`src/rtl/mod_add256.sv`:
```
// Sequential 256-bit modular adder: (a + b) mod n over four passes of one
// shared 128-bit carry-select adder (two add passes, two subtract passes).

module csa128 (
  input  logic [127:0] A,
  input  logic [127:0] B,
  input  logic         Cin,
  output logic [127:0] S,
  output logic         Cout
);

  logic [64:0] lo_sum;
  logic [64:0] hi_sum0;
  logic [64:0] hi_sum1;

  // Upper half is precomputed for both carry values; the low carry picks one.
  always_comb begin
    lo_sum  = {1'b0, A[63:0]} + {1'b0, B[63:0]} + {64'd0, Cin};
    hi_sum0 = {1'b0, A[127:64]} + {1'b0, B[127:64]};
    hi_sum1 = {1'b0, A[127:64]} + {1'b0, B[127:64]} + 65'd1;
    if (lo_sum[64]) begin
      S    = {hi_sum1[63:0], lo_sum[63:0]};
      Cout = hi_sum1[64];
    end else begin
      S    = {hi_sum0[63:0], lo_sum[63:0]};
      Cout = hi_sum0[64];
    end
  end

endmodule

module mod_add256 (
  input  logic         clk,
  input  logic         rst_n,
  input  logic         in_valid,
  output logic         in_ready,
  input  logic [255:0] a,
  input  logic [255:0] b,
  input  logic [255:0] n,
  output logic         out_valid,
  input  logic         out_ready,
  output logic [255:0] result,
  output logic         out_sub
);

  typedef enum logic [2:0] {
    IDLE   = 3'd0,
    ADD_LO = 3'd1,
    ADD_HI = 3'd2,
    SUB_LO = 3'd3,
    SUB_HI = 3'd4,
    HOLD   = 3'd5
  } state_t;

  state_t       state_q, state_d;
  logic [255:0] a_q, a_d;
  logic [255:0] b_q, b_d;
  logic [255:0] n_q, n_d;
  logic [256:0] s_q, s_d;
  logic         c0_q, c0_d;
  logic [127:0] d_lo_q, d_lo_d;
  logic         c1_q, c1_d;
  logic [255:0] result_q, result_d;
  logic         out_sub_q, out_sub_d;

  logic [127:0] csa_a;
  logic [127:0] csa_b;
  logic         csa_cin;
  logic [127:0] csa_s;
  logic         csa_cout;
  logic         ge;

  csa128 u_csa (
    .A    (csa_a),
    .B    (csa_b),
    .Cin  (csa_cin),
    .S    (csa_s),
    .Cout (csa_cout)
  );

  always_ff @(posedge clk or negedge rst_n) begin
    if (!rst_n) begin
      state_q   <= IDLE;
      a_q       <= '0;
      b_q       <= '0;
      n_q       <= '0;
      s_q       <= '0;
      c0_q      <= 1'b0;
      d_lo_q    <= '0;
      c1_q      <= 1'b0;
      result_q  <= '0;
      out_sub_q <= 1'b0;
    end else begin
      state_q   <= state_d;
      a_q       <= a_d;
      b_q       <= b_d;
      n_q       <= n_d;
      s_q       <= s_d;
      c0_q      <= c0_d;
      d_lo_q    <= d_lo_d;
      c1_q      <= c1_d;
      result_q  <= result_d;
      out_sub_q <= out_sub_d;
    end
  end

  always_comb begin
    state_d   = state_q;
    a_d       = a_q;
    b_d       = b_q;
    n_d       = n_q;
    s_d       = s_q;
    c0_d      = c0_q;
    d_lo_d    = d_lo_q;
    c1_d      = c1_q;
    result_d  = result_q;
    out_sub_d = out_sub_q;
    csa_a     = '0;
    csa_b     = '0;
    csa_cin   = 1'b0;
    ge        = 1'b0;

    unique case (state_q)
      IDLE: begin
        if (in_valid) begin
          a_d     = a;
          b_d     = b;
          n_d     = n;
          state_d = ADD_LO;
        end
      end
      ADD_LO: begin
        csa_a         = a_q[127:0];
        csa_b         = b_q[127:0];
        s_d[127:0]    = csa_s;
        c0_d          = csa_cout;
        state_d       = ADD_HI;
      end
      ADD_HI: begin
        csa_a         = a_q[255:128];
        csa_b         = b_q[255:128];
        csa_cin       = c0_q;
        s_d[255:128]  = csa_s;
        s_d[256]      = csa_cout;
        state_d       = SUB_LO;
      end
      SUB_LO: begin
        csa_a         = s_q[127:0];
        csa_b         = ~n_q[127:0];
        csa_cin       = 1'b1;
        d_lo_d        = csa_s;
        c1_d          = csa_cout;
        state_d       = SUB_HI;
      end
      SUB_HI: begin
        // The 257-bit sum is >= n when either it overflowed 2^256 or s - n did not borrow.
        csa_a         = s_q[255:128];
        csa_b         = ~n_q[255:128];
        csa_cin       = c1_q;
        ge            = s_q[256] | csa_cout;
        result_d      = ge ? {csa_s, d_lo_q} : s_q[255:0];
        out_sub_d     = ge;
        state_d       = HOLD;
      end
      HOLD: begin
        if (out_ready) state_d = IDLE;
      end
      default: state_d = IDLE;
    endcase
  end

  assign in_ready  = (state_q == IDLE);
  assign out_valid = (state_q == HOLD);
  assign result    = result_q;
  assign out_sub   = out_sub_q;

endmodule

```
`config.mk`:
```
export PLATFORM = sky130hd
export DESIGN_NAME = mod_add256
export DESIGN_NICKNAME = d
export VERILOG_FILES = /design/src/rtl/mod_add256.sv
export SDC_FILE = /design/constraint.sdc
export NUM_CORES = 2
export LEC_CHECK = 0
export CAP_MARGIN = 20
export CORE_AREA = 2 2 397 399
export DETAILED_ROUTE_END_ITERATION = 7
export DIE_AREA = 0 0 399 401
export GPL_TIMING_DRIVEN = 0
export PLACE_DENSITY = 0.73
export SYNTH_ARGS = -nofsm -noshare
export SYNTH_HDL_FRONTEND = slang
export SYNTH_SLANG_ARGS = --single-unit
```
`constraint.sdc`:
```
create_clock -name clk -period 6.5 [get_ports clk]
set_input_delay 1.625 -clock clk [delete_from_list [all_inputs] [get_ports clk]]
set_output_delay 1.625 -clock clk [all_outputs]
set_load 0.005 [all_outputs]
```
==> metrics.md <==
| Metric | Value |
|---|---|
| Dominant synthesized flop cell | dfrtp_1 |
| WS Path Type | reg2reg |
| Worst Reg-to-Reg Cells | 27 |
| CP Data Arrival Time | 7.47 ns |
| Clock Path Buffers | 3 |
| Grt ovf | 0 |
| R2r setup slk | -0.34 ns |
| Relative slew margins | 14.5% |
| Power Dens Cells | 678 nW/um2 |
| Final Hold Viols | 0 |
| Clock root cell | clkbuf_16 |
| Async set-reset flop share out of synthesis | 100% |
| RD Place Congestion | 0.979 |
| Std-Cell Rows | 145 |
| Mux share of post-synthesis cell area | 12.4% |
| Worst slew pin tran | 1.28 ns |
| CP Max Fanout | 10 |
| Post-synth EDFFs | 0 |
| Status | finished, violations left |
| CTS tree | done |
| CP startpoint kind | flop |
| Share of cells above drive strength 1 | 22.7% |
| First-pass GRT wire length | 466000 um |
| Combinational share of power | 59.9% |
| Crit-path slowest cell | or4_4 |
| P_sw | 0.0302 W |
| Setup Viol. Count Final | 295 |
| All-layer global routing usage | 40.9% |
| Seq/Total Area, Yosys | 51.4% |
| Largest net degree at the start of global routing | 181 |
| Slew Limit Fails | 0 |
| Net Sw Frac | 47.5% |
| Core Util, Final | 60.3% |
| Post-route minimum period | 6.84 ns |
| Int Pwr | 0.0334 W |
| Yosys reg bits | 1415 |
| Syn Inst Count | 6583 |
| First-pass DRT Iterations | 6 |
| Clock power frac | 14.2% |
| Remaining antenna violation count | 0 |
| Fillers | 12900 |
| Final setup margin | -0.342 ns |
| Worst path most repeated cell | buf_16 |
| Post-Route WL | 339000 um |
| Hold depth | 2 |
| FMAX | 0.146 GHz |
| CP Buf/Inv Count | 10 |
| Adder-Cell Fraction of Synth Area | 2.41% |
| TNS Setup | -72.03 ns |
| Port-buffer cells | 1030 |
| Period utilization | 105% |
| Die width | 399 um |
| Hold WS | 0.480 ns |
| Number of global-route vias before repair | 62500 |
| Ys Warns | 0 |
| Sink Count | 1415 |
| I/O Pins | 1031 |
| Worst Path Required | 7.13 ns |
| Synth Area in Simple Gates | 12.2% |
| Post-detail-place hpwl | 254000 um |
| Drt initial violations | 8327 |
| Max stage delay on crit path | 0.55 ns |
| Core area | 156000 um2 |
| Compound-cell area share of the yosys netlist | 16.3% |
| CTS Buf Count | 155 |
| Largest family of logic cells by synthesized area | compound AO/OA/AOI/OAI gates |
| Clk_skew | 0.0478 ns |
| VDD IR-drop max | 0.418 mV |
| DRC Markers | 0 |
| Antenna violations before repair | 61 |
| Starting density of the core | 44.3% |
| Via-to-Cell Ratio | 6.32 |
| Synthesized-area fraction occupied by xor and xnor cells | 2.06% |
| Top delay family on crit path | simple AND/OR/NAND/NOR gates |
| Post-DP Area | 82600 um2 |
| Sequential share of power | 25.9% |
| Die Ht | 401 um |
| Mapped cell area | 68900 um2 |
| Failing checks | setup timing |
| Hold Crit Class | reg2reg |
| Total number of vias | 64300 |
| WL/cell | 33.4 um |
| Mapped Avg Cell Area | 10.5 um2 |
| Layout area overhead | 36.2% |
| Nets | 8872 |
| CP Depth | 27 |
| Synth unique cells | 97 |
| Lkg Pwr | 39.0 nW |
| Worst setup EP type | flop |
| Placed insts | 9710 |
| Fin cells | 10200 |
| Overall die area | 160000 um2 |
| MaxCap Viol Count | 0 |
| Worst-path clk slew | 0.07 ns |
| Final design instance area without fill | 93800 um2 |
| RSZ-0062 raised after global routing | yes |
| H-tree Lvls | 4 |
| Syn_nets | 7486 |
| Worst skew pair latency | 0.82 ns |
[layout make-up]
type,instances,area [um2],area share (%)
Inverter,63,236,0.252
Buffer,432,3320,3.54
Sequential cell,1415,35400,37.7
Timing Repair Buffer,1276,13300,14.2
Clock buffer,219,4370,4.66
Antenna cell,33,82.6,0.0880
Multi-Input combinational cell,4626,33800,36.0
Clock inverter,52,693,0.739
Tap cell,2058,2570,2.74
[metrics by stage]
stage                     setup WS, ns  total power (W)
final                           -0.342           0.0636
after global routing            -0.403           0.0660
after CTS                       -0.216           0.0596
after detailed placement         -5.11           0.0472
after global placement          -60.87           0.0466
after floorplan                0.00282           0.0331
[per-layer routing]
layer,global-route usage (%),vias to the layer above,share of wire (%),wire (um)
li1,-,26700,-,-
met1,53.4,32800,39,132000
met2,59.3,3844,43,145000
met3,12.9,934,11,38300
met4,24.4,38,7.0,23600
met5,0,-,0.072,246
[tightest hold or removal path: stages (launching register included)]
cell and delay [ns]:
dfrtp_1 0.34, nand2_1 0.05, o21ai_0 0.06
[placed cells by master, fill, tap and decap left out, types with 51 or more instances in the layout]
| cell type | count |
|---|---|
| o21ai_0 | 480 |
| nand3_1 | 189 |
| a221o_1 | 130 |
| clkdlybuf4s50_1 | 1029 |
| clkbuf_16 | 205 |
| nand4_1 | 60 |
| clkbuf_1 | 282 |
| ha_1 | 86 |
| or3_1 | 74 |
| xor2_1 | 71 |
| xnor2_1 | 86 |
| a31oi_1 | 132 |
| a21o_1 | 51 |
| mux2_2 | 756 |
| nor2_1 | 302 |
| o211ai_1 | 99 |
| a22oi_1 | 53 |
| nor3_1 | 58 |
| nand2_1 | 962 |
| dfrtp_1 | 1413 |
| inv_1 | 62 |
| buf_4 | 172 |
| a22o_1 | 115 |
| a21oi_1 | 205 |
[power groups by stage]
| stage | Sequential (W) | Combinational [W] | Clock (W) |
|---|---|---|---|
| after global routing | 0.0168 | 0.0398 | 0.00939 |
| after floorplan | 0.0151 | 0.0180 | 0 |
| final | 0.0165 | 0.0381 | 0.00902 |
| after detailed placement | 0.0163 | 0.0309 | 0 |
| after CTS | 0.0163 | 0.0343 | 0.00903 |
| after global placement | 0.0164 | 0.0302 | 0 |
[state kept, by name (all words and copies together), names as in the netlist]
register / flops
out_sub: 1
c1_q: 1
state_q: 3
s_q: 257
d_lo_q: 128
c0_q: 1
n_q: 256
result: 256
b_q: 256
a_q: 256
[timing repair]
| action | 4_1_cts | 5_1_grt |
|---|---|---|
| hold buffers | 0 | 0 |
| buffers inserted | 130 | 41 |
| pin swaps | 95 | 108 |
| gates resized for setup | 623 | 393 |
| endpoints found under the setup margin | 630 | 385 |
| cloned | 10 | 26 |
[path summary, 6_finish.rpt]
check / startpoint / end
worst min-delay path: d_lo_q[124] / d_lo_q[124]
min in group asynchronous: rst_n / b_q[80]
worst min register to register: d_lo_q[124] / d_lo_q[124]
max in group asynchronous: rst_n / a_q[145]
worst max register to register: state_q[1] / result[249]
worst max-delay path: state_q[1] / result[249]
[kinds of logic (layout without fill, tap and decap cells)]
| family | Yosys count | in the layout |
|---|---|---|
| AO/OA/AOI/OAI | 1661 | 1661 |
| multiplexers | 762 | 762 |
| flip-flops | 1415 | 1415 |
| XOR/XNOR | 162 | 162 |
| adder cells (fa/ha/maj) | 131 | 131 |
| buffers and inverters | 542 | 2042 |
| AND/OR/NAND/NOR | 1910 | 1910 |
| other | 0 | 33 |
[Yosys cell counts, drive strengths merged (26+ instances only)]
cell type	number	area [um2]
dfrtp	1415	35400
inv	63	236
or3	80	505
clkbuf	409	1540
o221ai	62	543
nor3	69	362
a21oi	246	1240
nand2	1033	3880
xnor2	90	788
a31oi	142	888
a21o	53	398
a22oi	62	465
nand4	60	375
nor2	310	1160
a22o	115	1010
o211ai	99	743
o21ai	508	2550
o311ai	59	517
a221o	132	1320
buf	70	434
o21bai	31	233
and2	26	163
ha	128	1600
mux2	757	8520
xor2	72	631
nand3	213	1070
Note: power is estimated with default switching activity, not from simulation.
